<file path="config.mk">
export PLATFORM = sky130hd
export DESIGN_NAME = i2c_wb_seq
export DESIGN_NICKNAME = d
export VERILOG_FILES = /design/src/rtl/i2c_wb_seq.sv
export SDC_FILE = /design/constraint.sdc
export NUM_CORES = 1
export LEC_CHECK = 0
export CORE_AREA = 2 2 71 124
export CTS_CLUSTER_SIZE = 24
export DETAILED_ROUTE_END_ITERATION = 8
export DIE_AREA = 0 0 73 126
export GPL_TIMING_DRIVEN = 1
export PLACE_DENSITY_LB_ADDON = 0.05
export REMOVE_ABC_BUFFERS = 1
export SETUP_SLACK_MARGIN = 0.02
export SYNTH_ARGS = -nofsm -noshare
export SYNTH_HDL_FRONTEND = slang
export SYNTH_SLANG_ARGS = --single-unit
</file>
<file path="constraint.sdc">
create_clock -name wb_clk_i -period 3.4 [get_ports wb_clk_i]
set_clock_uncertainty 0.2 [all_clocks]
set_input_delay 0.68 -clock wb_clk_i [delete_from_list [all_inputs] [get_ports wb_clk_i]]
set_output_delay 0.68 -clock wb_clk_i [all_outputs]
set_load 0.01 [all_outputs]
</file>
<file path="src/rtl/i2c_wb_seq.sv">
// Wishbone sequencer for the I2C master core: programs prescaler/enable after reset, then runs single-byte read/write commands.
// Each core access is request, ack and one idle cycle; commands are accepted only while idle (cmd_ready_o), one at a time.
module i2c_wb_seq #(
    parameter logic [15:0] PRESCALE = 16'd99,
    parameter logic [15:0] POLL_MAX = 16'd4095
) (
    input  logic       wb_clk_i,
    input  logic       wb_rst_i,
    input  logic       cmd_valid_i,
    output logic       cmd_ready_o,
    input  logic       cmd_rw_i,
    input  logic [6:0] cmd_addr_i,
    input  logic [7:0] cmd_data_i,
    output logic       rsp_valid_o,
    output logic [1:0] rsp_status_o,
    output logic [7:0] rsp_data_o,
    output logic [2:0] wb_addr_o,
    output logic [7:0] wb_dat_o,
    input  logic [7:0] wb_dat_i,
    output logic       wb_we_o,
    output logic       wb_stb_o,
    output logic       wb_cyc_o,
    input  logic       wb_ack_i
);

    typedef enum logic [3:0] {
        INIT_PL, INIT_PH, INIT_EN, IDLE, ADDR_TX, ADDR_CR, POLL1,
        DATA_TX, DATA_CR, POLL2, RD_RXR, STOP_CR, RESP
    } state_t;

    localparam logic [2:0] REG_PRERLO = 3'd0;
    localparam logic [2:0] REG_PRERHI = 3'd1;
    localparam logic [2:0] REG_CTR    = 3'd2;
    localparam logic [2:0] REG_TXR    = 3'd3;
    localparam logic [2:0] REG_CR     = 3'd4;

    localparam int SR_RXACK = 7;
    localparam int SR_AL    = 5;
    localparam int SR_TIP   = 1;

    localparam logic [1:0] ST_OK      = 2'd0;
    localparam logic [1:0] ST_NACK    = 2'd1;
    localparam logic [1:0] ST_ARB     = 2'd2;
    localparam logic [1:0] ST_TIMEOUT = 2'd3;

    state_t      state;
    logic        rw_q;
    logic [6:0]  addr_q;
    logic [7:0]  data_q;
    logic [15:0] poll_cnt;

    logic [2:0]  acc_addr;
    logic [7:0]  acc_dat;
    logic        acc_we;

    // Register access each busy state performs; IDLE/RESP never reach the issue path.
    always_comb begin
        acc_addr = REG_CR;
        acc_dat  = 8'h00;
        acc_we   = 1'b1;
        case (state)
            INIT_PL: begin acc_addr = REG_PRERLO; acc_dat = PRESCALE[7:0];  end
            INIT_PH: begin acc_addr = REG_PRERHI; acc_dat = PRESCALE[15:8]; end
            INIT_EN: begin acc_addr = REG_CTR;    acc_dat = 8'h80;          end
            ADDR_TX: begin acc_addr = REG_TXR;    acc_dat = {addr_q, rw_q}; end
            ADDR_CR: acc_dat = 8'h90;
            DATA_TX: begin acc_addr = REG_TXR;    acc_dat = data_q;         end
            DATA_CR: acc_dat = rw_q ? 8'h68 : 8'h50;
            POLL1, POLL2: acc_we = 1'b0;
            RD_RXR:  begin acc_addr = REG_TXR;    acc_we = 1'b0;            end
            STOP_CR: acc_dat = 8'h40;
            default: acc_we = 1'b0;
        endcase
    end

    always_ff @(posedge wb_clk_i) begin
        if (wb_rst_i) begin
            state        <= INIT_PL;
            cmd_ready_o  <= 1'b0;
            rsp_valid_o  <= 1'b0;
            rsp_status_o <= ST_OK;
            rsp_data_o   <= 8'h00;
            wb_addr_o    <= 3'd0;
            wb_dat_o     <= 8'h00;
            wb_we_o      <= 1'b0;
            wb_stb_o     <= 1'b0;
            wb_cyc_o     <= 1'b0;
            rw_q         <= 1'b0;
            addr_q       <= 7'd0;
            data_q       <= 8'h00;
            poll_cnt     <= 16'd0;
        end else begin
            rsp_valid_o <= 1'b0;
            case (state)
                IDLE: begin
                    if (cmd_valid_i && cmd_ready_o) begin
                        rw_q         <= cmd_rw_i;
                        addr_q       <= cmd_addr_i;
                        data_q       <= cmd_data_i;
                        cmd_ready_o  <= 1'b0;
                        rsp_status_o <= ST_OK;
                        rsp_data_o   <= 8'h00;
                        state        <= ADDR_TX;
                    end
                end
                RESP: begin
                    cmd_ready_o <= 1'b1;
                    state       <= IDLE;
                end
                default: begin
                    if (!wb_stb_o) begin
                        wb_stb_o  <= 1'b1;
                        wb_cyc_o  <= 1'b1;
                        wb_we_o   <= acc_we;
                        wb_addr_o <= acc_addr;
                        wb_dat_o  <= acc_dat;
                    end else if (wb_ack_i) begin
                        // Dropping stb here and issuing from the next state gives the mandatory idle cycle.
                        wb_stb_o <= 1'b0;
                        wb_cyc_o <= 1'b0;
                        wb_we_o  <= 1'b0;
                        case (state)
                            INIT_PL: state <= INIT_PH;
                            INIT_PH: state <= INIT_EN;
                            INIT_EN: begin
                                state       <= IDLE;
                                cmd_ready_o <= 1'b1;
                            end
                            ADDR_TX: state <= ADDR_CR;
                            ADDR_CR: begin
                                state    <= POLL1;
                                poll_cnt <= 16'd0;
                            end
                            DATA_TX: state <= DATA_CR;
                            DATA_CR: begin
                                state    <= POLL2;
                                poll_cnt <= 16'd0;
                            end
                            POLL1, POLL2: begin
                                if (poll_cnt != POLL_MAX)
                                    poll_cnt <= poll_cnt + 16'd1;
                                if (wb_dat_i[SR_TIP]) begin
                                    if (poll_cnt >= POLL_MAX - 16'd1) begin
                                        rsp_status_o <= ST_TIMEOUT;
                                        state        <= STOP_CR;
                                    end
                                end else if (wb_dat_i[SR_AL]) begin
                                    // Bus is no longer ours, so no STOP is attempted.
                                    rsp_status_o <= ST_ARB;
                                    rsp_valid_o  <= 1'b1;
                                    state        <= RESP;
                                end else if (state == POLL1) begin
                                    if (wb_dat_i[SR_RXACK]) begin
                                        rsp_status_o <= ST_NACK;
                                        state        <= STOP_CR;
                                    end else begin
                                        state <= rw_q ? DATA_CR : DATA_TX;
                                    end
                                end else if (rw_q) begin
                                    state <= RD_RXR;
                                end else begin
                                    if (wb_dat_i[SR_RXACK])
                                        rsp_status_o <= ST_NACK;
                                    rsp_valid_o <= 1'b1;
                                    state       <= RESP;
                                end
                            end
                            RD_RXR: begin
                                rsp_data_o  <= wb_dat_i;
                                rsp_valid_o <= 1'b1;
                                state       <= RESP;
                            end
                            STOP_CR: begin
                                rsp_valid_o <= 1'b1;
                                state       <= RESP;
                            end
                            default: state <= INIT_PL;
                        endcase
                    end
                end
            endcase
        end
    end

endmodule

</file>
After elaboration in Yosys (flattened, before gate mapping):

Cells that the tools add are included.
W data, S select, Z words.

* output and inout bits: 26
* bits in writable memories: 0
* bits of input ports: 28
* register bits after elaboration: 62
* latch bits: 0
* memories kept: 0
* logic and storage cells: 113
* ROM bits: 0

* magnitude comparators: 1
* $add $sub $neg: 1
* divide/modulo/power cells: 0
* equal/unequal tests: 19
* multiplexer cells: 49
* reductions and logical operators: 25
* multiply operators: 0
* shift-type cells: 0
* bitwise logic cells: 4

Operators by type and width (number)
* $pmux W8 S7: 1
* $mux W4: 9
* $pmux W4 S9: 1
* $mux W8: 4
* $pmux W16 S2: 1
* $eq A4 B4 Y1 const B: 5
* $mux W2: 10
* $add A16 B1 Y16 const B: 1
* $eq A4 B3 Y1 const B: 4
* $ge A16 B12 Y1 const B: 1
* $mux W16: 1
* $ne A16 B12 Y1 const B: 1
* $pmux W8 S2: 1
* $mux W1: 14
* $pmux W3 S4: 1
* $ne A5 B3 Y1 const B: 2
* $reduce_and A5 Y1: 2
* $reduce_bool A2 Y1: 5
* $reduce_bool A3 Y1: 3
* $eq A4 B2 Y1 const B: 2
* $pmux W4 S2: 1
* $reduce_and A4 Y1: 2
* $reduce_or A2 Y1: 4
* $reduce_or A8 Y1: 1
* other kinds (15): 22

Depth between registers and ports, before layout:

* depth in word-level cells: 9
* mapped depth: 8
* depth with buffers taken out: 7

Worst setup path before layout:

Ideal clock, no wire load.

* path kind: input to register
* from: input wb_ack_i
* to: register poll_cnt[12]
* buffers on the path: 0
* stages on the path: 5
* setup time: 0.070 ns
* path slack: 1.091 ns
* data arrival time: 2.039 ns
* required time: 3.130 ns
* cell sequence: nand2_1 -> o32ai_4 -> nand3_1 -> or4_1 -> a21oi_1

* cells in the longest elaborated chain, start to end: 1

RTL lines
* start, declared: line 23 `input logic wb_ack_i`
* $reduce_and A5 Y1 (no source line)
* end signal, assigned: line 141 `poll_cnt <= poll_cnt + 16'd1;`
* end, declared: line 50 `logic [15:0] poll_cnt;`

No other way between the ends.
A chain may end at the register's enable or synchronous reset.

Worst setup path in the final report:

Same ends and word-level chain as after synthesis.

==> flow_metrics.tcl <==
set metrics [dict create \
    synth_cell_type_count 58 \
    regArea_um2 1241 \
    final.setup.tns_ns 0 \
    crit_chain "clkdlybuf4s50_1 > nand2_1 > o32ai_4 > nand3_1 > or4_1 > a21oi_1" \
    multiInputGateArea_um2 1807 \
    setup_viol 0 \
    p_total_uw 2104 \
    place.gp.congestion 0.8322 \
    endpoint_kind "register" \
    post_cts_buffers 0 \
    antenna_found_initial 0 \
    power_frac_comb_pct 14.6 \
    grt_setup_unrepaired "false" \
    core-area_um2 8203 \
    hold_viol 0 \
    drv_slew 0 \
    synth_edf_count 0 \
    synth-seq-cells 62 \
    drv_cap 0 \
    cp.required_ns 3.45 \
    p_sw_uw 516.2 \
    diodes 0 \
    timing.fmax_mhz 377.1 \
    synth_top_cell_by_area "dfxtp_1" \
    drt_first_iter_violations 163 \
    intPower_uw 1588 \
    clkTransAtPathRegs_ns 0.05 \
    rows 44 \
    route.vias.total 3153 \
    path_delay_family "simple AND/OR/NAND/NOR gates" \
    power.leakage_uw 0.001386 \
    die_w_um 73 \
    firstDrtPassIters 4 \
    min_path_type "reg2reg" \
    async_flop_share_pct 0 \
    port_buffers 53 \
    drive_gt1_share_pct 9.783 \
    ctsHoldBuffers 0 \
    pre_cts_ws_ns 0.4436 \
    yosys_warnings 0 \
    fin_crit_sh_pct 77.99 \
    pwr-share-seq_pct 37.2 \
    h-tree-depth 3 \
    track_usage_pct 20.95 \
    path_class "in2reg" \
    synth_seq_area_share_pct 38.80 \
    via_per_inst 5.712 \
    min_period_ns 2.652 \
    fin_ws_ns 0.7484 \
    nNetsFinal 485 \
    synth_top_area_share_pct 38.80 \
    status "finished clean" \
    routed_wirelength_um 9122 \
    cts_tree "yes" \
    overflow 0 \
    crit_fanout 8 \
    switching_share_pct 24.53 \
    cts.sinks 62 \
    postSynthCellCount 406 \
    cts_buffer_depth 2 \
    worst_pin_slew_ns 0.6615 \
    relSlewSlack_pct 55.77 \
    ios 54 \
    drtAntennaViolNets 0 \
    fill_cells 832 \
    syn_avg_cell_area_um2 7.880 \
    clock_latency_ns 0.33 \
    startpoint_type "input port" \
    synth_area_leaders "dfxtp_1 39%, a21oi_1 7.2%, nand2_1 6.9%, nor2_1 4.0%, nand4_1 3.1%" \
    die_h_um 126 \
    initial_core_util_pct 39.00 \
    grt_max_degree 27 \
    wl_per_cell_um 16.53 \
    slowest_delay_ns 0.54 \
    cts_root_buf "clkbuf_16" \
    synth_ff_type "dfxtp_1" \
    die_area_um2 9198 \
    cts_buffers 9 \
    cpMaxStageDelayCell "clkdlybuf4s50_1" \
    path_buf_inv 1 \
    powerDensity_nw_per_um2 507.8 \
    grt_pass1_vias 3074 \
    cts_resized 0 \
    netlist_area_um2 3199 \
    clkPwrFrac_pct 48.2 \
    drcViolationCount 0 \
    arrival_ns 2.70 \
    ir_worst_vdd_mv 0.2547 \
    grt_pass1_wl_um 14920 \
    synthToLayoutAreaGrowth_pct 29.53 \
    hpwlAfterDp_um 6601 \
]
-- registers in the layout, indices dropped and copies added, names as in the netlist, 2 cells and up --
name / count
addr_q: 7
state: 4
data_q: 8
wb_addr_o: 3
rsp_status_o: 2
rsp_data_o: 8
wb_dat_o: 8
poll_cnt: 16
-- kinds of logic (layout without fill, tap and decap cells) --
group                      Yosys count  in the layout  share of synthesized area (%)
xor gates and xnor gates             4              4                          1.095
buffers and inverters               37             91                          4.732
adders and majority gates            2              2                         0.7820
muxes                                3              3                         0.9777
DFF                                 62             62                          38.80
and+or+nand+nor                    174            174                          27.81
AOI/OAI and AO/OA                  124            124                          25.81
-- cells in the mapped netlist, types with 8 or more instances --
master,count
a21oi_1,46
a22oi_1,9
clkbuf_1,17
dfxtp_1,62
inv_1,11
nand2_1,59
nand3_1,10
nand4_1,16
nor2_1,34
nor3_1,8
o21ai_0,17
or3_1,8
-- tightest hold or removal path: cells and delay by family, from the launching register on --
kind,cells,cell delay (ns)
DFF,1,0.30
AOI/OAI and AO/OA,1,0.05
and+or+nand+nor,1,0.05
-- per-layer routing --
layer	part of all wire (%)	up-vias	track usage, %
met5	0	-	0
met4	3.0	0	9.804
met3	2.7	21	4.400
met2	53	66	36.20
met1	41	1489	23.84
li1	-	1577	-
-- stage by stage --
step,hold slack (ns),utilization (%),area (um2),std cells
2_1_floorplan,0.2257,-,3093,381
3_3_place_gp,0.2430,46.43,3809,536
3_5_place_dp,0.2458,46.43,3809,536
4_1_cts,0.2537,50.52,4144,552
5_1_grt,0.2765,50.52,4144,552
6_report,0.2512,50.52,4144,552
-- placed cells by master (no fill, tap or decap), types with 3 or more instances in the layout --
cell              n
dfxtp_1          62
nand2_1          59
clkdlybuf4s50_1  52
a21oi_1          46
nor2_1           34
o21ai_0          17
nand4_1          16
inv_1            11
nand3_1          10
buf_4            10
a22oi_1           9
clkbuf_16         9
nor3_1            8
or3_1             8
o21ai_1           6
a21oi_2           6
nor2b_1           6
nand2b_1          5
a211oi_1          5
o211ai_1          4
or4_1             4
a21o_1            4
o31ai_1           4
a2111oi_0         4
and3_1            3
a31oi_1           3
xor2_1            3
and2_1            3
nand3b_1          3
clkbuf_8          3
-- power groups by stage --
stage          sequential [uW]  combinational, uW  clock, uW
4_1_cts                    783                308       1030
3_3_place_gp               798                302          0
6_report                   784                307       1010
2_1_floorplan              813                142          0
3_5_place_dp               798                306          0
5_1_grt                    786                341       1080
-- final timing paths --
check / from / endpoint / slack [ns] / cells after the start
worst max-delay path: wb_ack_i / poll_cnt[12] / 0.75 / 6
worst min-delay path: wb_cyc_o / wb_cyc_o / 0.25 / 2
worst max register to register: state[2] / poll_cnt[12] / 0.77 / 5
worst min register to register: wb_cyc_o / wb_cyc_o / 0.25 / 2
-- layout make-up --
cell class / instances / share of cell area (%)
Multi-Input combinational cell: 307 / 43.60
Clock inverter: 3 / 1.570
Clock buffer: 13 / 6.522
Timing Repair Buffer: 63 / 14.49
Inverter: 12 / 1.087
Tap cell: 92 / 2.778
Sequential cell: 62 / 29.95
Power figures use the tool's default switching activity.
